--- config.mk ---
export PLATFORM = sky130hd
export DESIGN_NAME = keypad_matrix_scanner
export DESIGN_NICKNAME = d
export VERILOG_FILES = /design/src/rtl/keypad_matrix_scanner.sv
export SDC_FILE = /design/constraint.sdc
export NUM_CORES = 1
export LEC_CHECK = 0
export ABC_AREA = 0
export BUFFER_PORTS_ARGS = -buffer_cell sky130_fd_sc_hd__buf_4
export CAP_MARGIN = 20
export CORE_ASPECT_RATIO = 0.9
export CORE_UTILIZATION = 47
export DETAILED_ROUTE_END_ITERATION = 16
export GPL_TIMING_DRIVEN = 0
export PLACE_DENSITY = 0.71
export REMOVE_ABC_BUFFERS = 1
export SLEW_MARGIN = 20
export SYNTH_ARGS = -nofsm -noshare
export SYNTH_HDL_FRONTEND = slang
export SYNTH_SLANG_ARGS = --single-unit
--- constraint.sdc ---
create_clock -name clk -period 7.5 [get_ports clk]
set_input_delay 0.375 -clock clk [delete_from_list [all_inputs] [get_ports clk]]
set_output_delay 0.375 -clock clk [all_outputs]
set_load 0.005 [all_outputs]
--- src/rtl/keypad_matrix_scanner.sv ---
// Purpose : scans the 4x3 board keypad one row at a time and samples its
//           columns. Each full scan is debounced and multi-key presses are
//           rejected. The result is a level-type, one-hot key bus.
// Ports   : clk       - system clock, the only clock
//           rst       - synchronous, active-high reset
//           col_n     - matrix columns, active-low, asynchronous (pulled up)
//           row_n     - matrix row drive, active-low, one bit low at a time
//           key_level - one-hot digits 0-9 (bit n = digit n held)
//           sharp     - '#' held
//           star      - '*' held
//           key_valid - exactly one key held (OR of the key outputs)
module keypad_matrix_scanner #(
  parameter int unsigned SCAN_DIV   = 1000,
  parameter int unsigned DEB_FRAMES = 4
) (
  input  logic       clk,
  input  logic       rst,
  input  logic [2:0] col_n,
  output logic [3:0] row_n,
  output logic [9:0] key_level,
  output logic       sharp,
  output logic       star,
  output logic       key_valid
);

  localparam int unsigned DIV_W = $clog2(SCAN_DIV);
  localparam int unsigned CNT_W = $clog2(DEB_FRAMES + 1);
  localparam int unsigned KEY_W = 12;

  // Column synchronizer
  logic [2:0]       col_meta_q, col_sync_q;
  logic [2:0]       col_act;

  // Scan timing
  logic [DIV_W-1:0] div_q, div_d;
  logic [1:0]       row_q, row_d;
  logic [3:0]       row_n_q, row_n_d;

  // Frame assembly and debounce
  logic [KEY_W-1:0] raw_q, raw_d;
  logic [KEY_W-1:0] prev_frame_q, prev_frame_d;
  logic [CNT_W-1:0] stable_q, stable_d;
  logic             commit_q, commit_d;
  logic             slot_end;

  // Outputs
  logic [9:0]       key_level_q, key_level_d;
  logic             sharp_q, sharp_d;
  logic             star_q, star_d;
  logic             valid_q, valid_d;

  assign col_act = ~col_sync_q;
  assign slot_end = (div_q == DIV_W'(SCAN_DIV - 1));

  // Row divider, frame assembly and debounce counter
  always_comb begin
    div_d        = div_q + DIV_W'(1);
    row_d        = row_q;
    raw_d        = raw_q;
    prev_frame_d = prev_frame_q;
    stable_d     = stable_q;
    commit_d     = 1'b0;

    if (slot_end) begin
      div_d = '0;
      row_d = row_q + 2'd1;
      case (row_q)
        2'd0:    raw_d[2:0]  = col_act;
        2'd1:    raw_d[5:3]  = col_act;
        2'd2:    raw_d[8:6]  = col_act;
        default: raw_d[11:9] = col_act;
      endcase

      // Row 3 sample completes the frame; raw_d now holds the whole scan.
      if (row_q == 2'd3) begin
        if (raw_d == prev_frame_q) begin
          if (stable_q != CNT_W'(DEB_FRAMES)) begin
            stable_d = stable_q + CNT_W'(1);
          end
          // Commit only on the frame that first reaches the threshold.
          commit_d = (stable_q == CNT_W'(DEB_FRAMES - 1));
        end else begin
          stable_d     = CNT_W'(1);
          prev_frame_d = raw_d;
          commit_d     = (DEB_FRAMES == 32'd1);
        end
      end
    end
  end

  assign row_n_d = ~(4'b0001 << row_d);

  // Key decode of the committed frame; anything but exactly one key clears all
  always_comb begin
    key_level_d = '0;
    sharp_d     = 1'b0;
    star_d      = 1'b0;
    valid_d     = 1'b0;
    if ($countones(prev_frame_q) == 1) begin
      key_level_d = {prev_frame_q[8:0], prev_frame_q[10]};
      star_d      = prev_frame_q[9];
      sharp_d     = prev_frame_q[11];
      valid_d     = 1'b1;
    end
  end

  // State registers
  always_ff @(posedge clk) begin
    if (rst) begin
      col_meta_q   <= '0;
      col_sync_q   <= '0;
      div_q        <= '0;
      row_q        <= '0;
      row_n_q      <= 4'b1110;
      raw_q        <= '0;
      prev_frame_q <= '0;
      stable_q     <= '0;
      commit_q     <= 1'b0;
      key_level_q  <= '0;
      sharp_q      <= 1'b0;
      star_q       <= 1'b0;
      valid_q      <= 1'b0;
    end else begin
      col_meta_q   <= col_n;
      col_sync_q   <= col_meta_q;
      div_q        <= div_d;
      row_q        <= row_d;
      row_n_q      <= row_n_d;
      raw_q        <= raw_d;
      prev_frame_q <= prev_frame_d;
      stable_q     <= stable_d;
      commit_q     <= commit_d;
      if (commit_q) begin
        key_level_q <= key_level_d;
        sharp_q     <= sharp_d;
        star_q      <= star_d;
        valid_q     <= valid_d;
      end
    end
  end

  assign row_n     = row_n_q;
  assign key_level = key_level_q;
  assign sharp     = sharp_q;
  assign star      = star_q;
  assign key_valid = valid_q;

endmodule

==> impl_metrics.csv, run 1 <==
group,metric,value,unit
die,ios,22,
power_and_ir_drop,p_total,0.6458,mW
placed_design,place_area,0.003336,mm2
cts,path_clk_slew,70,ps
cts,cts_hold_buf,0,
cts,cts_resized,0,
timing,fin_tns_setup,0,ps
cts,cts_root_buf,"clkbuf_8",
cts,cts_tree,"built",
power_and_ir_drop,power.leakage,1.279,nW
hold_path,hold_end,"col_meta_q[0]$_SDFF_PP0_",
final_layout,stdcell_area,0.003541,mm2
global_routing,grt_pass1_vias,2263,
timing,finalSetupViolCount,0,
power_and_ir_drop,power_density,182.4,mW/mm2
timing,worst_pin_slew,809.8,ps
status,outcome,"finished clean",
route,wl_per_cell,13.28,um
hold_path,worstHoldPathCells,2,
setup_path,r2r_slack,2930,ps
timing,rsz0062_at_grt,"false",
setup_path,path_max_fanout,9,
global_routing,grt_pass1_wl,10610,um
global_routing,grt_use_total,19.49,%
cts,insertion_delay,340,ps
run,maxCapViolations,0,
route,viasPerCell,5.277,
setup_path,cp_data_arrival_time,4840,ps
die,core,0.006284,mm2
global_routing,antenna_found_initial,0,
setup_path,r2r_start,"prev_frame_q[1]$_SDFFE_PP0P_",
yosys,yosys-top-cells-area,"dfxtp_1 (40%), nor2_1 (6.9%), a22oi_1 (4.8%), ha_1 (4.8%), fa_1 (4.5%)",
placed_design,placed_cells,450,
yosys,syn_inst,358,
cts,clockBufferDepth,2,
yosys,syn_avg_cell_area,8.772,um2
setup_path,reg2regPathDepth,15,
cts,h-tree-depth,3,
route,ant_nets,0,
setup_path,worst_ep_required_time,7770,ps
route,dr.first_iter.drc_count,104,
timing,slew_headroom,45.82,%
die,dieArea,0.007014,mm2
route,vias,2459,
final_layout,drive_gt1_share,14.78,%
setup_path,crit_path_start_kind,"register",
die,die_h,79.55,um
hold_path,min-delay-start,"col_n[0]",
die,start_util,49.98,%
yosys,synthFlopType,"dfxtp_1",
route,drt_wl_total,6189,um
timing,skew,8.011,ps
yosys,post-synth-top-area-cell,"dfxtp_1",
yosys,synth_sequential_area_ratio,40.16,%
yosys,yosys_warnings,0,
route,dr.pass1.iters,4,
final_layout,multiInputGateArea,0.001722,mm2
route,drc_errors,0,
cts,cts_inserted_buffers,9,
timing,timing.hold.ws,237.7,ps
setup_path,endpoint_kind,"register",
setup_path,worstReg2RegEnd,"key_level[7]$_SDFFE_PP0P_",
yosys,synth-edff-count,0,
placed_design,place.gp.congestion,0.7639,
final_layout,register_area,0.001261,mm2
yosys,syn-cell-area,0.003141,mm2
timing,fmax,0.2187,GHz
global_routing,grt_overflow,0,
hold_path,hp-class,"in2reg",
final_layout,nNetsFinal,398,
placed_design,portBuffers,21,
final_layout,diodes,0,
global_routing,grt_start_max_net_pins,58,
yosys,synthDistinctLibCells,41,
yosys,synth_top_area_share,40.16,%
yosys,synth-seq-cells,63,
cts,post-cts-setup-buffers,0,
die,rows,27,
yosys,postSynth.asyncResetShare,0,%
final_layout,fillCellCount,575,
placed_design,dp_hpwl,4320,um
timing,finalHoldViolations,0,
timing,min_period,4573,ps
final_layout,area_growth,12.75,%
power_and_ir_drop,ir_drop,0.1440,mV
timing,maxSlewViolCount,0,
timing,fin_crit_sh,60.97,%
setup_path,crit_type,"reg2reg",
die,fp.dieW,88.17,um
cts,clock_sinks,63,
final_layout,finalNonFillerCells,466,
critical path, cell delays in order (launching register included):
cell,delay (ps)
dfxtp_1,480
fa_1,480
fa_1,510
inv_1,50
fa_1,490
fa_1,410
inv_1,60
ha_1,160
inv_1,60
fa_1,370
a2111oi_0,390
a21oi_1,100
nor4_2,430
buf_2,300
a22oi_1,90
nor2_1,120
state kept, by name (all words and copies together) (netlist names):
name	flops
key_level	10
prev_frame_q	12
commit_q	1
col_meta_q	3
sharp	1
raw_q	12
div_q	10
col_sync_q	3
key_valid	1
star	1
row_n	4
row_q	2
stable_q	3
area by class of cell:
class                           count  area share [%]
Clock buffer                        9           3.498
Multi-Input combinational cell    254           48.62
Tap cell                           87           3.074
Inverter                           24           2.544
Sequential cell                    63           35.62
Clock inverter                      7           2.049
Timing Repair Buffer               22           4.594
cell usage after synthesis, types with 6 or more instances:
master	count
dfxtp_1	63
nor2b_1	8
nand2_1	16
a21oi_1	7
inv_1	24
ha_1	12
o21ai_0	12
nor2_1	58
fa_1	7
nand4b_1	6
a31oi_1	9
or3_1	7
nor3_1	11
nor3_2	8
nand3_1	13
a211oi_1	10
clkbuf_1	11
and2_1	17
a22oi_1	20
how the worst max path moves through the flow:
stage                                       from                         to  slack [ps]
floorplan           prev_frame_q[1]$_SDFFE_PP0P_  key_level[0]$_SDFFE_PP0P_        2820
global placement    prev_frame_q[3]$_SDFFE_PP0P_  key_level[4]$_SDFFE_PP0P_        2180
detailed placement  prev_frame_q[1]$_SDFFE_PP0P_  key_level[7]$_SDFFE_PP0P_        2950
CTS                 prev_frame_q[1]$_SDFFE_PP0P_  key_level[7]$_SDFFE_PP0P_        2930
global route        prev_frame_q[3]$_SDFFE_PP0P_  key_level[3]$_SDFFE_PP0P_        2650
finish              prev_frame_q[1]$_SDFFE_PP0P_  key_level[7]$_SDFFE_PP0P_        2930
layer usage:
layer,track usage [%],vias up,wire [um]
li1,-,1274,-
met1,24.57,1137,3095
met2,32.08,43,2813
met3,5.895,5,219
met4,5.323,0,60
met5,0,-,0
logic make-up after synthesis:
family	Yosys count	share of synthesized area, %
AOI/OAI and AO/OA	66	14.30
DFF	63	40.16
adders and majority gates	19	9.243
buffers and inverters	41	5.498
and+or+nand+nor	155	26.61
xor gates and xnor gates	9	2.510
muxes	5	1.673
metrics by stage:
stage | utilization, % | setup WS [ps]
2_1_floorplan | - | 2825
3_3_place_gp | 52.91 | 2180
3_5_place_dp | 53.09 | 2954
4_1_cts | 56.21 | 2931
5_1_grt | 56.35 | 2649
6_report | 56.35 | 2927
report_power, final:
group	total, mW	internal (mW)	leakage, nW	switching (mW)
Sequential	0.340	0.337	0.509	0.00258
Combinational	0.0157	0.00564	0.674	0.0101
Clock	0.290	0.154	0.0956	0.137
placed cells by master (no fill, tap or decap), types with 5 or more instances in the layout:
cell	instances
or3_1	7
clkbuf_8	9
nand3_1	13
a211oi_1	10
a31oi_1	9
a21oi_1	7
nor2b_1	8
fa_1	7
dfxtp_1	63
nor2_1	58
a22oi_1	20
o21ai_0	12
and2_1	17
inv_1	24
nand4b_1	6
buf_4	21
nor3_1	11
xnor2_1	5
nand2_1	16
ha_1	12
nor3_2	8
Note: power is estimated with default switching activity, not from simulation.
==> inputs of run 2 (changes only) <==
PLACE_DENSITY = 0.73   (was 0.71)
clock period = 4.2 ns   (was 7.5 ns; I/O delays follow)
==> impl_metrics.csv, run 2 (synthesis results as in run 1) <==
group,metric,value,unit
status,outcome,"finished clean",
final_layout,nNetsFinal,399,
die,dieArea,0.007014,mm2
power_and_ir_drop,p_total,1.156,mW
die,core,0.006284,mm2
die,die_h,79.55,um
global_routing,grt_pass1_wl,10510,um
timing,fmax,0.2486,GHz
setup_path,cp_data_arrival_time,4300,ps
placed_design,portBuffers,21,
final_layout,finalNonFillerCells,467,
setup_path,worst_path_max_delay_cell,"fa_1",
run,maxCapViolations,0,
global_routing,grt_use_total,19.51,%
setup_path,slowest_delay,510,ps
cts,cts_root_buf,"clkbuf_8",
power_and_ir_drop,ir_drop,0.2501,mV
placed_design,dp_hpwl,4231,um
cts,clock_sinks,63,
global_routing,gr-usage-met1,24.94,%
timing,timing.hold.ws,67.27,ps
cts,cts_tree,"built",
global_routing,grt-busiest-layer,"met2",
final_layout,drive_gt1_share,17.63,%
timing,fin_crit_sh,95.79,%
die,fp.dieW,88.17,um
global_routing,grt_start_max_net_pins,58,
route,drc_errors,0,
power_and_ir_drop,power.leakage,1.290,nW
route,wl_per_cell,13.40,um
global_routing,grt_pass1_vias,2302,
placed_design,placed_cells,450,
die,rows,27,
cts,cts_inserted_buffers,9,
global_routing,globalRouteMet2Util,30.23,%
setup_path,path_max_fanout,6,
setup_path,crit_path_start_kind,"register",
route,vias,2514,
power_and_ir_drop,power_density,320.2,mW/mm2
cts,h-tree-depth,3,
route,dr.pass1.iters,4,
global_routing,grt_overflow,0,
final_layout,reg.largest.list,"prev_frame_q x12, raw_q x12",
timing,skew,8.411,ps
placed_design,place.gp.congestion,0.7659,
setup_path,worst_path_most_repeated_cell,"fa_1",
timing,finalHoldViolations,0,
cts,insertion_delay,350,ps
cts,clockBufferDepth,2,
route,drt_wl_total,6257,um
final_layout,postLayoutCoreUtil,57.45,%
timing,min_period,4023,ps
timing,slew_headroom,45.90,%
cts,cts_hold_buf,0,
timing,maxSlewViolCount,0,
final_layout,area_growth,14.94,%
final_layout,stdcell_area,0.003610,mm2
route,viasPerCell,5.383,
die,ios,22,
hold_path,hp-class,"in2reg",
final_layout,final_common_cell,"nor2_1",
global_routing,antenna_found_initial,0,
setup_path,crit_chain,"fa_1 -> fa_1 -> inv_1 -> fa_1 -> fa_1 -> inv_1 -> ha_4 -> inv_1 -> fa_2 -> a2111oi_4 -> a21oi_2 -> nor4_4 -> buf_4 -> a22oi_1 -> nor2_1",
route,ant_nets,0,
setup_path,crit_type,"reg2reg",
setup_path,worst_ep_required_time,4480,ps
cts,path_clk_slew,80,ps
route,dr.first_iter.drc_count,172,
timing,finalSetupViolCount,0,
final_layout,diodes,0,
global_routing,met3_usage,5.171,%
setup_path,endpoint_kind,"register",
final_layout,final_cell_mix,"nor2_1 (58), dfxtp_1 (57), inv_1 (24), buf_4 (22), a22oi_1 (20)",
placed_design,place_area,0.003336,mm2
die,start_util,49.98,%
timing,worst_pin_slew,808.6,ps
run 2: power by group:
part | switching, mW | internal [mW]
Combinational | 0.0181 | 0.00994
Sequential | 0.00443 | 0.602
Clock | 0.247 | 0.274
run 2: critical path, delay by kind of cell (launching register included):
kind	cells	cell delay [ps]
adder cells (fa/ha/maj)	6	2430
AND/OR/NAND/NOR	2	390
buffers and inverters	4	380
AO/OA/AOI/OAI	3	380
flip-flops	1	360
run 2: area by class of cell:
type | count | area [um2]
fillers | 583 | 2674
multi-input cells | 254 | 1768
flip-flops and latches | 63 | 1269
repair buffers | 23 | 176.4
clock buffers | 9 | 123.9
well taps | 87 | 108.9
inverters | 24 | 90.09
clock inverters | 7 | 73.82
run 2: metrics by stage:
| stage | TNS [ps] | worst slack (ps) |
|---|---|---|
| 6_report | 0 | 176.8 |
| 5_1_grt | -31.06 | -31.06 |
| 4_1_cts | 0 | 55.10 |
| 3_5_place_dp | -3267 | -347.4 |
| 3_3_place_gp | -14160 | -1104 |
| 2_1_floorplan | -6086 | -475.0 |
run 2: routing by layer:
layer	share of wire, %	vias to the layer above
met5	0	-
met4	2.1	0
met3	4.6	14
met2	44	65
met1	49	1155
li1	-	1280
run 2: timing repair:
action                                  4_1_cts  5_1_grt
gates resized for setup                       8        8
endpoints found under the setup margin       13       13
pin swaps                                     1        4
setup buffers                                 1        0
run 2: worst paths after layout:
check / from / to / slack, ps / depth (start not counted)
worst min register to register: col_meta_q[0]$_SDFF_PP0_ / col_sync_q[0]$_SDFF_PP0_ / 440 / 1
worst max-delay path: prev_frame_q[0]$_SDFFE_PP0P_ / key_level[4]$_SDFFE_PP0P_ / 180 / 15
worst min-delay path: col_n[1] / col_meta_q[1]$_SDFF_PP0_ / 70 / 2
worst max register to register: prev_frame_q[0]$_SDFFE_PP0P_ / key_level[4]$_SDFFE_PP0P_ / 180 / 15
